`config.mk`:
```
export PLATFORM = sky130hd
export DESIGN_NAME = manchester_frame_tx
export DESIGN_NICKNAME = d
export VERILOG_FILES = /design/src/rtl/manchester_pkg.sv /design/src/rtl/manchester_frame_tx_baud_gen.sv /design/src/rtl/manchester_frame_tx.sv
export SDC_FILE = /design/constraint.sdc
export NUM_CORES = 1
export LEC_CHECK = 0
export ABC_AREA = 0
export CORE_ASPECT_RATIO = 0.5
export CORE_MARGIN = 5
export CORE_UTILIZATION = 48
export CTS_CLUSTER_SIZE = 12
export DETAILED_ROUTE_END_ITERATION = 8
export HOLD_SLACK_MARGIN = 0.05
export PLACE_DENSITY = 0.88
export RECOVER_POWER = 100
export SETUP_SLACK_MARGIN = 0.05
export SLEW_MARGIN = 25
export SYNTH_ARGS = -nofsm -noshare
export SYNTH_HDL_FRONTEND = slang
export SYNTH_SLANG_ARGS = --single-unit
export TNS_END_PERCENT = 100
```
`constraint.sdc`:
```
create_clock -name i_clk -period 1.9 [get_ports i_clk]
set_clock_uncertainty 0.2 [all_clocks]
set_input_delay 0.475 -clock i_clk [delete_from_list [all_inputs] [get_ports i_clk]]
set_output_delay 0.475 -clock i_clk [all_outputs]
set_load 0.05 [all_outputs]
```
`src/rtl/manchester_pkg.sv`:
```
// Shared definitions for the Manchester frame transmitter and its receiver.
//   state_t              : frame sequencer states
//   SYNC_PATTERN_DEFAULT : default sync field value, also used by the receiver
//   encode()             : IEEE 802.3 Manchester half-bit level for (bit, phase)
//   max_int()            : elaboration-time helper for counter sizing
package manchester_pkg;

    typedef enum logic [2:0] {
        IDLE,
        PREAMBLE,
        SYNC,
        DATA,
        GAP
    } state_t;

    localparam logic [1:0] SYNC_PATTERN_DEFAULT = 2'b10;

    // A 1 is sent low-then-high, a 0 is sent high-then-low.
    function automatic logic encode(input logic bit_val, input logic phase);
        return phase ? bit_val : ~bit_val;
    endfunction

    function automatic int max_int(input int a, input int b);
        return (a > b) ? a : b;
    endfunction

endpackage

```
`src/rtl/manchester_frame_tx_baud_gen.sv`:
```
// Half-bit rate divider.
//   i_clk   : clock
//   i_rst_n : asynchronous active-low reset
//   i_clr   : synchronous restart of the divider
//   o_tick  : one-cycle pulse on the last clock of every half-bit
module manchester_baud_gen #(
    parameter int CLK_DIV = 1
) (
    input  logic i_clk,
    input  logic i_rst_n,
    input  logic i_clr,
    output logic o_tick
);

    localparam int DIV_W = (CLK_DIV > 1) ? $clog2(CLK_DIV) : 1;

    logic [DIV_W-1:0] r_cnt;
    logic             w_last;

    assign w_last = (r_cnt == DIV_W'(CLK_DIV - 1));
    assign o_tick = w_last && !i_clr;

    always_ff @(posedge i_clk or negedge i_rst_n) begin
        if (!i_rst_n) begin
            r_cnt <= '0;
        end else if (i_clr || w_last) begin
            r_cnt <= '0;
        end else begin
            r_cnt <= r_cnt + 1'b1;
        end
    end

endmodule

```
`src/rtl/manchester_frame_tx.sv`:
```
// Manchester frame transmitter: preamble, sync field and payload, MSB first.
//   i_clk    : clock
//   i_rst_n  : asynchronous active-low reset
//   i_enable : low aborts any frame and holds the block idle
//   i_data   : payload, latched on acceptance
//   i_valid  : payload valid
//   o_ready  : block can accept a payload
//   o_tx     : registered Manchester line output
//   o_busy   : high while a frame or its trailing gap is in progress
//   o_done   : one-cycle pulse after the last data half-bit
//
// state    | meaning
// IDLE     | line at IDLE_LEVEL, ready for a payload
// PREAMBLE | sending PREAMBLE_BITS logical ones
// SYNC     | sending the sync pattern
// DATA     | sending the latched payload
// GAP      | forced idle line after a frame, not ready
module manchester_frame_tx
    import manchester_pkg::*;
#(
    parameter int                   DATA_W        = 64,
    parameter int                   PREAMBLE_BITS = 64,
    parameter int                   SYNC_BITS     = 2,
    parameter logic [SYNC_BITS-1:0] SYNC_PATTERN  = SYNC_BITS'(SYNC_PATTERN_DEFAULT),
    parameter int                   CLK_DIV       = 1,
    parameter int                   GAP_HALFBITS  = 4,
    parameter logic                 IDLE_LEVEL    = 1'b0
) (
    input  logic              i_clk,
    input  logic              i_rst_n,
    input  logic              i_enable,
    input  logic [DATA_W-1:0] i_data,
    input  logic              i_valid,
    output logic              o_ready,
    output logic              o_tx,
    output logic              o_busy,
    output logic              o_done
);

    localparam int PRE_HB   = 2 * PREAMBLE_BITS;
    localparam int SYNC_HB  = 2 * SYNC_BITS;
    localparam int DATA_HB  = 2 * DATA_W;
    localparam int HB_MAX   = max_int(max_int(PRE_HB, SYNC_HB), max_int(DATA_HB, GAP_HALFBITS));
    localparam int HB_W     = $clog2(HB_MAX);
    localparam int GAP_LAST = (GAP_HALFBITS > 0) ? GAP_HALFBITS - 1 : 0;

    state_t                r_state;
    logic [HB_W-1:0]       r_hb_cnt;
    logic [DATA_W-1:0]     r_shift;
    logic [SYNC_BITS-1:0]  r_sync;
    logic                  r_ready;
    logic                  r_tx;
    logic                  r_busy;
    logic                  r_done;

    logic                  w_tick;
    logic                  w_div_clr;
    logic                  w_accept;
    logic [DATA_W-1:0]     w_shift_next;
    logic [SYNC_BITS-1:0]  w_sync_next;

    assign o_ready = r_ready && i_enable;
    assign o_tx    = r_tx;
    assign o_busy  = r_busy;
    assign o_done  = r_done;

    assign w_accept     = (r_state == IDLE) && i_valid && o_ready;
    assign w_shift_next = r_shift << 1;
    assign w_sync_next  = r_sync << 1;

    // Field transitions only happen on a tick, where the divider wraps to 0
    // anyway; holding it clear in IDLE and on abort restarts every frame cleanly.
    assign w_div_clr = (r_state == IDLE) || !i_enable;

    manchester_baud_gen #(
        .CLK_DIV (CLK_DIV)
    ) u_baud_gen (
        .i_clk   (i_clk),
        .i_rst_n (i_rst_n),
        .i_clr   (w_div_clr),
        .o_tick  (w_tick)
    );

    // r_tx is always loaded with the level of the half-bit that starts next,
    // so the line changes on the same edge as the counters.
    always_ff @(posedge i_clk or negedge i_rst_n) begin
        if (!i_rst_n) begin
            r_state  <= IDLE;
            r_hb_cnt <= '0;
            r_shift  <= '0;
            r_sync   <= '0;
            r_ready  <= 1'b0;
            r_tx     <= IDLE_LEVEL;
            r_busy   <= 1'b0;
            r_done   <= 1'b0;
        end else if (!i_enable) begin
            r_state  <= IDLE;
            r_hb_cnt <= '0;
            r_shift  <= '0;
            r_sync   <= '0;
            r_ready  <= 1'b0;
            r_tx     <= IDLE_LEVEL;
            r_busy   <= 1'b0;
            r_done   <= 1'b0;
        end else begin
            r_done <= 1'b0;
            case (r_state)
                IDLE: begin
                    r_tx     <= IDLE_LEVEL;
                    r_hb_cnt <= '0;
                    if (w_accept) begin
                        r_shift <= i_data;
                        r_sync  <= SYNC_PATTERN;
                        r_state <= PREAMBLE;
                        r_tx    <= encode(1'b1, 1'b0);
                        r_ready <= 1'b0;
                        r_busy  <= 1'b1;
                    end else begin
                        r_ready <= 1'b1;
                        r_busy  <= 1'b0;
                    end
                end
                PREAMBLE: if (w_tick) begin
                    if (r_hb_cnt == HB_W'(PRE_HB - 1)) begin
                        r_state  <= SYNC;
                        r_hb_cnt <= '0;
                        r_tx     <= encode(r_sync[SYNC_BITS-1], 1'b0);
                    end else begin
                        r_hb_cnt <= r_hb_cnt + 1'b1;
                        r_tx     <= encode(1'b1, ~r_hb_cnt[0]);
                    end
                end
                SYNC: if (w_tick) begin
                    if (r_hb_cnt[0]) r_sync <= w_sync_next;
                    if (r_hb_cnt == HB_W'(SYNC_HB - 1)) begin
                        r_state  <= DATA;
                        r_hb_cnt <= '0;
                        r_tx     <= encode(r_shift[DATA_W-1], 1'b0);
                    end else begin
                        r_hb_cnt <= r_hb_cnt + 1'b1;
                        r_tx     <= r_hb_cnt[0] ? encode(w_sync_next[SYNC_BITS-1], 1'b0)
                                                : encode(r_sync[SYNC_BITS-1], 1'b1);
                    end
                end
                DATA: if (w_tick) begin
                    if (r_hb_cnt[0]) r_shift <= w_shift_next;
                    if (r_hb_cnt == HB_W'(DATA_HB - 1)) begin
                        r_hb_cnt <= '0;
                        r_tx     <= IDLE_LEVEL;
                        r_done   <= 1'b1;
                        if (GAP_HALFBITS == 0) begin
                            // Skipping GAP makes the done cycle itself an IDLE cycle.
                            r_state <= IDLE;
                            r_ready <= 1'b1;
                            r_busy  <= 1'b0;
                        end else begin
                            r_state <= GAP;
                        end
                    end else begin
                        r_hb_cnt <= r_hb_cnt + 1'b1;
                        r_tx     <= r_hb_cnt[0] ? encode(w_shift_next[DATA_W-1], 1'b0)
                                                : encode(r_shift[DATA_W-1], 1'b1);
                    end
                end
                GAP: if (w_tick) begin
                    if (r_hb_cnt == HB_W'(GAP_LAST)) begin
                        r_state  <= IDLE;
                        r_hb_cnt <= '0;
                        r_ready  <= 1'b1;
                        r_busy   <= 1'b0;
                    end else begin
                        r_hb_cnt <= r_hb_cnt + 1'b1;
                    end
                end
                default: r_state <= IDLE;
            endcase
        end
    end

endmodule

```
# After elaboration in Yosys (flattened, before gate mapping)
# Cells that the tools add are included.
# op_classes
n_addsub,2
mul,0
div,0
magnitude_cmp,0
n_eq_ne,24
shift,0
muxes,53
n_bitwise,5
reduce_logical,17
# ops
operator,n
2-to-1 mux 64 bit,4
one-hot mux 64 bit (2 select lines),1
2-to-1 mux 7 bit,5
2-to-1 mux 3 bit,10
2-to-1 mux 1 bit,23
"!= test 3 bit, second input constant",7
one-hot mux 7 bit (3 select lines),1
"!= test 3 x 2 -> 1 bit, second input constant",6
one-hot mux 3 bit (5 select lines),1
AND reduction 4 bit,3
"!= test 3 x 1 -> 1 bit, second input constant",3
AND reduction 9 bit,1
2-to-1 mux 2 bit,4
"adder 7 x 1 -> 7 bit, second input constant",1
"equality test 7 x 2 -> 1 bit, second input constant",1
"equality test 7 bit, second input constant",1
"equality test 3 x 2 -> 1 bit, second input constant",2
AND reduction 3 bit,2
"!= test 5 x 1 -> 1 bit, second input constant",1
inverter 1 bit,5
logical AND 1 bit,4
"!= test 4 x 3 -> 1 bit, second input constant",1
one-hot mux 1 bit (2 select lines),2
one-hot mux 1 bit (4 select lines),1
other kinds (8),11
# word_totals
regBits,81
latchBits,0
ramBits,0
romBits,0
input_bits,68
out_inout_bits,4
mem_count,0

# Depth between registers and ports, before layout
# Gate-level depths: netlist of the first run.
# logic_depth
word_depth,7
depth_mapped,8
mapped_depth_nobuf,6

# Cells and area by module
# From an unflattened synthesis of the first run, not the netlist that was laid out.
# unflattened
cells_unflattened,467
hier_area_um2,4449.3
# modules_own_cells
mod,n_inst,cells_each,area_each_um2,seq_area_each_um2
manchester_frame_tx,1,464,4416.7,1976.9
manchester_baud_gen,1,3,32.5,25.0

# Least setup slack after synthesis of the first run
# OpenSTA, ideal clock, no wires.
# synth_path
kind,input -> output
from,input port i_enable
to,output port o_ready
arrival_ns,1.635
required_time_ns,1.225
setup_slack_ns,-0.410
cell_stages,4
path_buffers,3
path_cell_list,buf_2 clkbuf_1 clkbuf_1 and2_1
# synth_via
elab_chain_cells,1
# synth_rtl
item,line_no,source
start: declaration,manchester_frame_tx.sv:31,"input logic i_enable,"
logical AND 1 bit,manchester_frame_tx.sv:62,assign o_ready = r_ready && i_enable;
end: declaration,manchester_frame_tx.sv:34,"output logic o_ready,"
# Every way passes these cells.

# Final worst setup path of the first run
# layout_path
from,register r_hb_cnt[0]
to,register r_hb_cnt[4]
# layout_via
elab_chain_cells,5
elab_cells_between_ends,9
# layout_rtl
item,line_no,source
start: declaration,manchester_frame_tx.sv:48,logic [HB_W-1:0] r_hb_cnt;
start signal: assignment,manchester_frame_tx.sv:129,r_hb_cnt <= r_hb_cnt + 1'b1;
start signal: assignment,manchester_frame_tx.sv:140,r_hb_cnt <= r_hb_cnt + 1'b1;
start signal: assignment,manchester_frame_tx.sv:160,r_hb_cnt <= r_hb_cnt + 1'b1;
"adder 7 x 1 -> 7 bit, or another cell as far along",-,
"2-to-1 mux 7 bit, on equally long branches",-,
"2-to-1 mux 7 bit, on equally long branches","manchester_frame_tx.sv:133, manchester_frame_tx.sv:145",
one-hot mux 7 bit (3 select lines) (*),manchester_frame_tx.sv:107,case (r_state)
2-to-1 mux 7 bit (*),manchester_frame_tx.sv:96,end else if (!i_enable) begin
# Every way passes the cells marked *; elsewhere a longest branch is shown, timed or not. The select of a mux whose other input is x is not followed.
# A chain may end at the register's enable or synchronous reset.

==> results.txt, run 1 <==
Slew @ Worst Pin - 0.6237 ns
DP Worst Slack - -0.1929 ns
DRT Wirelength - 12410 µm
Syn avg cell area - 9.395 µm²
Async set or reset register ratio after synthesis - 1.000
Failing checks - negative setup slack
Worst vdd ir - 520.2 µV
Largest net degree at the start of global routing - 71
Slew HR - 0.5842
Vias per cell - 5.672
Worst setup SP type - register
R2r setup slk - -0.03 ns
Most frequent cells in the layout - nand2_1 (133), dfrtp_1 (77), clkdlybuf4s50_1 (65)
Core ar. - 0.008708 mm²
Synthesized area - 0.004303 mm²
Router iterations before antenna repair - 5
R2R Path End - r_hb_cnt[4]
Yosys warns - 0
First-pass GRT wire length - 17110 µm
Min-delay worst type - reg2reg
Design Area, Final - 0.005961 mm²
TritonCTS clock tree - done
CTS Buffer Depth - 2
Status - finished, violations left
Worst-path maximum fanout - 5
Fin worst setup slack - -0.03007 ns
Hold Path Depth - 2
Synth area leaders - dfrtp_1 (47%), mux2_2 (16%), nand2_1 (12%), o21ai_0 (4.7%), o21ai_1 (3.7%)
Clock transition at the registers of the reported paths - 0.07 ns
Final period util - 1.016
Area leader, netlist - dfrtp_1
RSZ-0062 raised after global routing - yes
Die width - 143.9 µm
Netlist cell types - 46
# port buffers - 71
Finish-stage setup viols - 4
Max-cap violations - 0
Die Y - 76.95 µm
Ys flop type - dfrtp_1
Final hold violations - 0
Total GRT Usage - 0.1922
Post-Syn Instances - 458
Crit path capture type - register
Cell Rows - 24
Iteration-0 DRC Markers - 341
Cell Pwr Density - 771.2 mW/mm²
Initial Util - 0.4941
Worst hold start - r_shift[35]
Dpl hpwl - 6763 µm
# diodes - 0
GP Congestion - 0.8552
Nets - 623
Grt ovf - 0
EDFF count, synth - 0
Sequential cell area fraction in the yosys report - 0.4653
Share of cells above drive strength 1 - 0.3023
Total Power - 4597 µW
Worst hold margin - 0.2856 ns
Final min period - 1.930 ns
Placed Area - 0.005338 mm²
IO Pins - 72
Drt wl/cell - 18.36 µm
Seq cells post-synth - 80
Worst Path Arrival - 1.96 ns
Via count - 3834
Leak pwr - 0.002663 µW
Drt drc - 0
Sink Count - 80
Max Freq - 518.1 MHz
Syn-to-layout area delta - 38.53%
Reg2reg start - r_hb_cnt[0]
Worst hold endpoint - r_shift[35]
Fillers - 576
Number of global-route vias before repair - 3622
WP data required - 1.93 ns
Worst Reg2Reg Path Length in Cells - 7
DIE AREA - 0.01107 mm²
Yosys top cell area share - 0.4653
Setup_tns - -0.08098 ns
Initial antenna violation count - 0
Worst-skew pair later-pin latency - 0.35 ns
Final Max Tran Viols - 0
Commonest non-fill, non-tap cell in the layout - nand2_1
CTS buffer count - 9
Post-DRT Antenna Nets - 0
WS Path Type - reg2reg
CTS H-tree depth - 3
Root Buffer - clkbuf_16
Syn Nets - 527
==> worst max-delay path by stage <==
stage | start | end | cells after the start
detailed placement | i_valid | r_shift[7] | 7
CTS | r_hb_cnt[0] | o_tx | 7
global placement | i_valid | r_shift[32] | 7
finish | r_hb_cnt[0] | r_hb_cnt[4] | 7
floorplan | i_enable | o_ready | 4
global route | r_hb_cnt[0] | r_hb_cnt[5] | 6
==> area by class of cell <==
class,instances,area (µm²),area share
tap,117,146.4,0.02456
clock inverter,7,105.1,0.01763
sequential,80,2006,0.3365
inverter,1,3.754,0.0006297
multi-input combinational,342,2230,0.3741
clock buffer,9,225.2,0.03778
timing repair buffer,120,1245,0.2089
==> state kept, by name (all words and copies together) (netlist names) <==
register	flops
o_busy	1
o_done	1
u_baud_gen.r_cnt	1
r_shift	64
r_sync	1
r_ready	1
r_hb_cnt	7
o_tx	1
r_state	3
==> worst max-delay path, stage by stage, from the launching register on <==
cell and delay [ns]:
dfrtp_1 0.37, ha_2 0.21, and4_1 0.22, nand4_1 0.15, and3_4 0.22, buf_4 0.14, a22oi_1 0.19, o31ai_2 0.10
==> power by group <==
group | internal (µW) | switching (µW)
sequential | 1850 | 96.8
clock | 1170 | 776
combinational | 357 | 352
total | 3370 | 1220
==> metal layers <==
layer  track usage  up-vias  share of wire
met5             0        -              0
met4       0.07143        0          0.040
met3       0.04972       50          0.055
met2        0.3177      168           0.49
met1        0.2424     1855           0.41
li1              -     1761              -
==> Yosys cell counts (all sizes together), types with 5 or more instances <==
cell / n
mux2: 63
dfrtp: 80
nor2: 8
o21ai: 72
nor3: 5
a21oi: 7
buf: 23
nand2: 140
nand3: 7
clkbuf: 12
==> metrics by stage <==
stage                     cells  utilization
after global placement      649       0.6129
after global routing        676       0.6845
final                       676       0.6845
after detailed placement    649       0.6129
after floorplan             458            -
after CTS                   666       0.6555
==> logic make-up after synthesis <==
group | after synthesis | synth area share
compound gates | 94 | 0.1265
simple gates | 179 | 0.1809
xor+xnor | 3 | 0.006108
buf+inv | 36 | 0.05030
mux | 64 | 0.1672
fa+ha+maj | 1 | 0.002907
flops | 80 | 0.4653
other cells | 1 | 0.0008715
==> what timing repair did <==
item / CTS / global route
pin swaps: 2 / 4
setup endpoints to repair: 62 / 55
endpoints found under the hold margin: 10 / 0
resized for setup: 8 / 52
hold buffers: 1 / 0
cloned: 0 / 5
setup buffers: 0 / 5
No activity file was read; power rests on OpenSTA's default activity.
==> run 2: changes to the inputs <==
Settings changed: CORE_UTILIZATION 48 to 54, PLACE_DENSITY 0.88 to 0.93.
Clock period 1.9 ns to 2 ns, I/O delays scaled along.
==> results.txt, run 2 (synthesis results as in run 1) <==
Fillers - 566 (was 576)
IO Pins - 72 (unchanged)
DIE AREA - 0.009962 mm² (was 0.01107 mm²)
Core ar. - 0.007885 mm² (was 0.008708 mm²)
TritonCTS clock tree - done (unchanged)
Finish-stage setup viols - 0 (was 4)
Final min period - 1.994 ns (was 1.930 ns)
Worst hold margin - 0.2756 ns (was 0.2856 ns)
Met1 GRT Util - 0.2634 (was 0.2424)
Internal power - 3146 µW (was 3373 µW)
Syn-to-layout area delta - 29.54% (was 38.53%)
Crit path max-delay cell type - dfrtp_1 (unchanged)
Max-cap violations - 0 (unchanged)
Sw Ratio - 0.2435 (was 0.2663)
Cell Pwr Density - 746.0 mW/mm² (was 771.2 mW/mm²)
Worst Reg2Reg Path Length in Cells - 7 (unchanged)
WS Path Type - reg2reg (unchanged)
CP Launch Point - r_hb_cnt[1] (was r_hb_cnt[0])
Commonest non-fill, non-tap cell in the layout - nand2_1 (unchanged)
Multi-input gate area - 0.002137 mm² (was 0.002230 mm²)
Share of cells above drive strength 1 - 0.2346 (was 0.3023)
Worst Path Arrival - 2.00 ns (was 1.96 ns)
Total GRT Usage - 0.2122 (was 0.1922)
Worst hold start - r_shift[12] (was r_shift[35])
Cell Rows - 23 (was 24)
DRT Wirelength - 10110 µm (was 12410 µm)
Initial antenna violation count - 0 (unchanged)
Worst vdd ir - 523.8 µV (was 520.2 µV)
Sink Count - 80 (unchanged)
# diodes - 0 (unchanged)
Min-delay worst type - reg2reg (unchanged)
GP Congestion - 0.8744 (was 0.8552)
Final hold violations - 0 (unchanged)
Slew HR - 0.5526 (was 0.5842)
Leak pwr - 0.002472 µW (was 0.002663 µW)
Worst-path maximum fanout - 4 (was 5)
Placed Cells - 632 (was 649)
Crit path capture type - register (unchanged)
Post-DRT Antenna Nets - 0 (unchanged)
Register area - 0.002004 mm² (was 0.002006 mm²)
Worst-skew pair later-pin latency - 0.34 ns (was 0.35 ns)
Setup Fix Bufs, Post-CTS - 0 (unchanged)
Die Y - 73.12 µm (was 76.95 µm)
Fin worst setup slack - 0.005669 ns (was -0.03007 ns)
Total Power - 4158 µW (was 4597 µW)
CTS H-tree depth - 3 (unchanged)
Router iterations before antenna repair - 4 (was 5)
Worst setup SP type - register (unchanged)
WP data required - 2.01 ns (was 1.93 ns)
Seq pwr share - 0.443 (was 0.423)
Sw power - 1012 µW (was 1224 µW)
First-pass GRT wire length - 16410 µm (was 17110 µm)
R2r setup slk - 0.006 ns (was -0.03 ns)
Dpl hpwl - 6687 µm (was 6763 µm)
Top reg by flops - r_shift (unchanged)
Grt ovf - 0 (unchanged)
Iteration-0 DRC Markers - 242 (was 341)
Final Non-Filler Cells - 649 (was 676)
Final Max Tran Viols - 0 (unchanged)
Number of global-route vias before repair - 3424 (was 3622)
Gr busiest metal - met2 (unchanged)
Status - completed (was finished, violations left)
CTS buffer count - 9 (unchanged)
Root Buffer - clkbuf_16 (unchanged)
Most frequent cells in the layout - nand2_1 (140), dfrtp_1 (78), o21ai_0 (65), clkdlybuf4s50_1 (65), mux2_2 (63) (was nand2_1 (133), dfrtp_1 (77), clkdlybuf4s50_1 (65))
Part of the power in combinational logic - 0.140 (was 0.154)
Global routing met3 resource utilization - 0.05579 (was 0.04972)
Met2 usage - 0.3556 (was 0.3177)
Clock power frac - 0.417 (was 0.423)
Nets - 601 (was 623)
Die width - 136.2 µm (was 143.9 µm)
Initial Util - 0.5457 (was 0.4941)
Fin util - 0.7069 (was 0.6845)
Max Freq - 501.4 MHz (was 518.1 MHz)
RSZ-0062 raised after global routing - yes (unchanged)
Top flop regs - r_shift x64, r_hb_cnt x7, r_state x3 (unchanged)
Vias per cell - 5.305 (was 5.672)
CTS Buffer Depth - 2 (unchanged)
Cells along the critical path - ha_1 > and4_4 > nand4_1 > and3_4 > buf_4 > a22oi_1 > o41ai_2 (was ha_2 > and4_1 > nand4_1 > and3_4 > buf_4 > a22oi_1 > o31ai_2)
Drt wl/cell - 15.58 µm (was 18.36 µm)
Via count - 3443 (was 3834)
CP max stage delay - 0.37 ns (about the same)
DP Worst Slack - -0.2196 ns (was -0.1929 ns)
Drt drc - 0 (unchanged)
Largest net degree at the start of global routing - 55 (was 71)
Hold Path Depth - 2 (unchanged)
# port buffers - 71 (unchanged)
R2R Path End - r_hb_cnt[5] (was r_hb_cnt[4])
Clock transition at the registers of the reported paths - 0.06 ns (was 0.07 ns)
Worst hold endpoint - r_shift[12] (was r_shift[35])
Max reg flops - 64 (unchanged)
Slew @ Worst Pin - 0.6711 ns (was 0.6237 ns)
Reg2reg start - r_hb_cnt[1] (was r_hb_cnt[0])
Final period util - 0.9972 (was 1.016)
-- run 2: worst max-delay path, delay by kind of cell (launching register included) --
| kind | cells | cell delay (ns) |
|---|---|---|
| simple gates | 3 | 0.61 |
| buf+inv | 1 | 0.14 |
| flops | 1 | 0.37 |
| fa+ha+maj | 1 | 0.22 |
| compound gates | 2 | 0.33 |
-- run 2: routing by layer --
| layer | share of wire | up-vias |
|---|---|---|
| met5 | 0 | - |
| met4 | 0.021 | 0 |
| met3 | 0.043 | 20 |
| met2 | 0.51 | 76 |
| met1 | 0.43 | 1637 |
| li1 | - | 1710 |
-- run 2: repair_timing --
action / in CTS / in global routing
gates resized for setup: 6 / 8
hold buffers: 1 / 0
hold endpoints to repair: 23 / 0
pin swaps: 0 / 3
setup endpoints to repair: 4 / 9
gates cloned: 0 / 0
-- run 2: metrics by stage --
stage | TNS [ns] | instance area (µm²)
after floorplan | 0 | 4313
after CTS | 0 | 5549
final | 0 | 5574
after global routing | -0.05920 | 5574
after detailed placement | -6.081 | 5214
after global placement | -4.689 | 5214
-- run 2: cell type report --
class / instances / area share
multi-input cells: 342 / 0.3834
flip-flops and latches: 80 / 0.3596
repair buffers: 98 / 0.1751
clock buffers: 10 / 0.04108
well taps: 112 / 0.02514
clock inverters: 6 / 0.01504
inverters: 1 / 0.0006734
-- run 2: worst max-delay path by stage --
stage,to,slack [ns],cells past startpoint
final,r_hb_cnt[5],0.006,7
after CTS,r_hb_cnt[5],0.06,4
after global placement,r_shift[32],-0.1,7
after floorplan,o_ready,0.06,4
after detailed placement,r_shift[2],-0.22,6
after global routing,r_hb_cnt[5],-0.06,7
-- run 2: power by group through the flow --
stage                     Sequential [µW]  Clock [µW]  Combinational, µW
after floorplan                      1840           0                327
after global placement               1860           0                564
after detailed placement             1870           0                583
after CTS                            1840        1760                596
after global routing                 1860        1830                653
final                                1840        1730                583
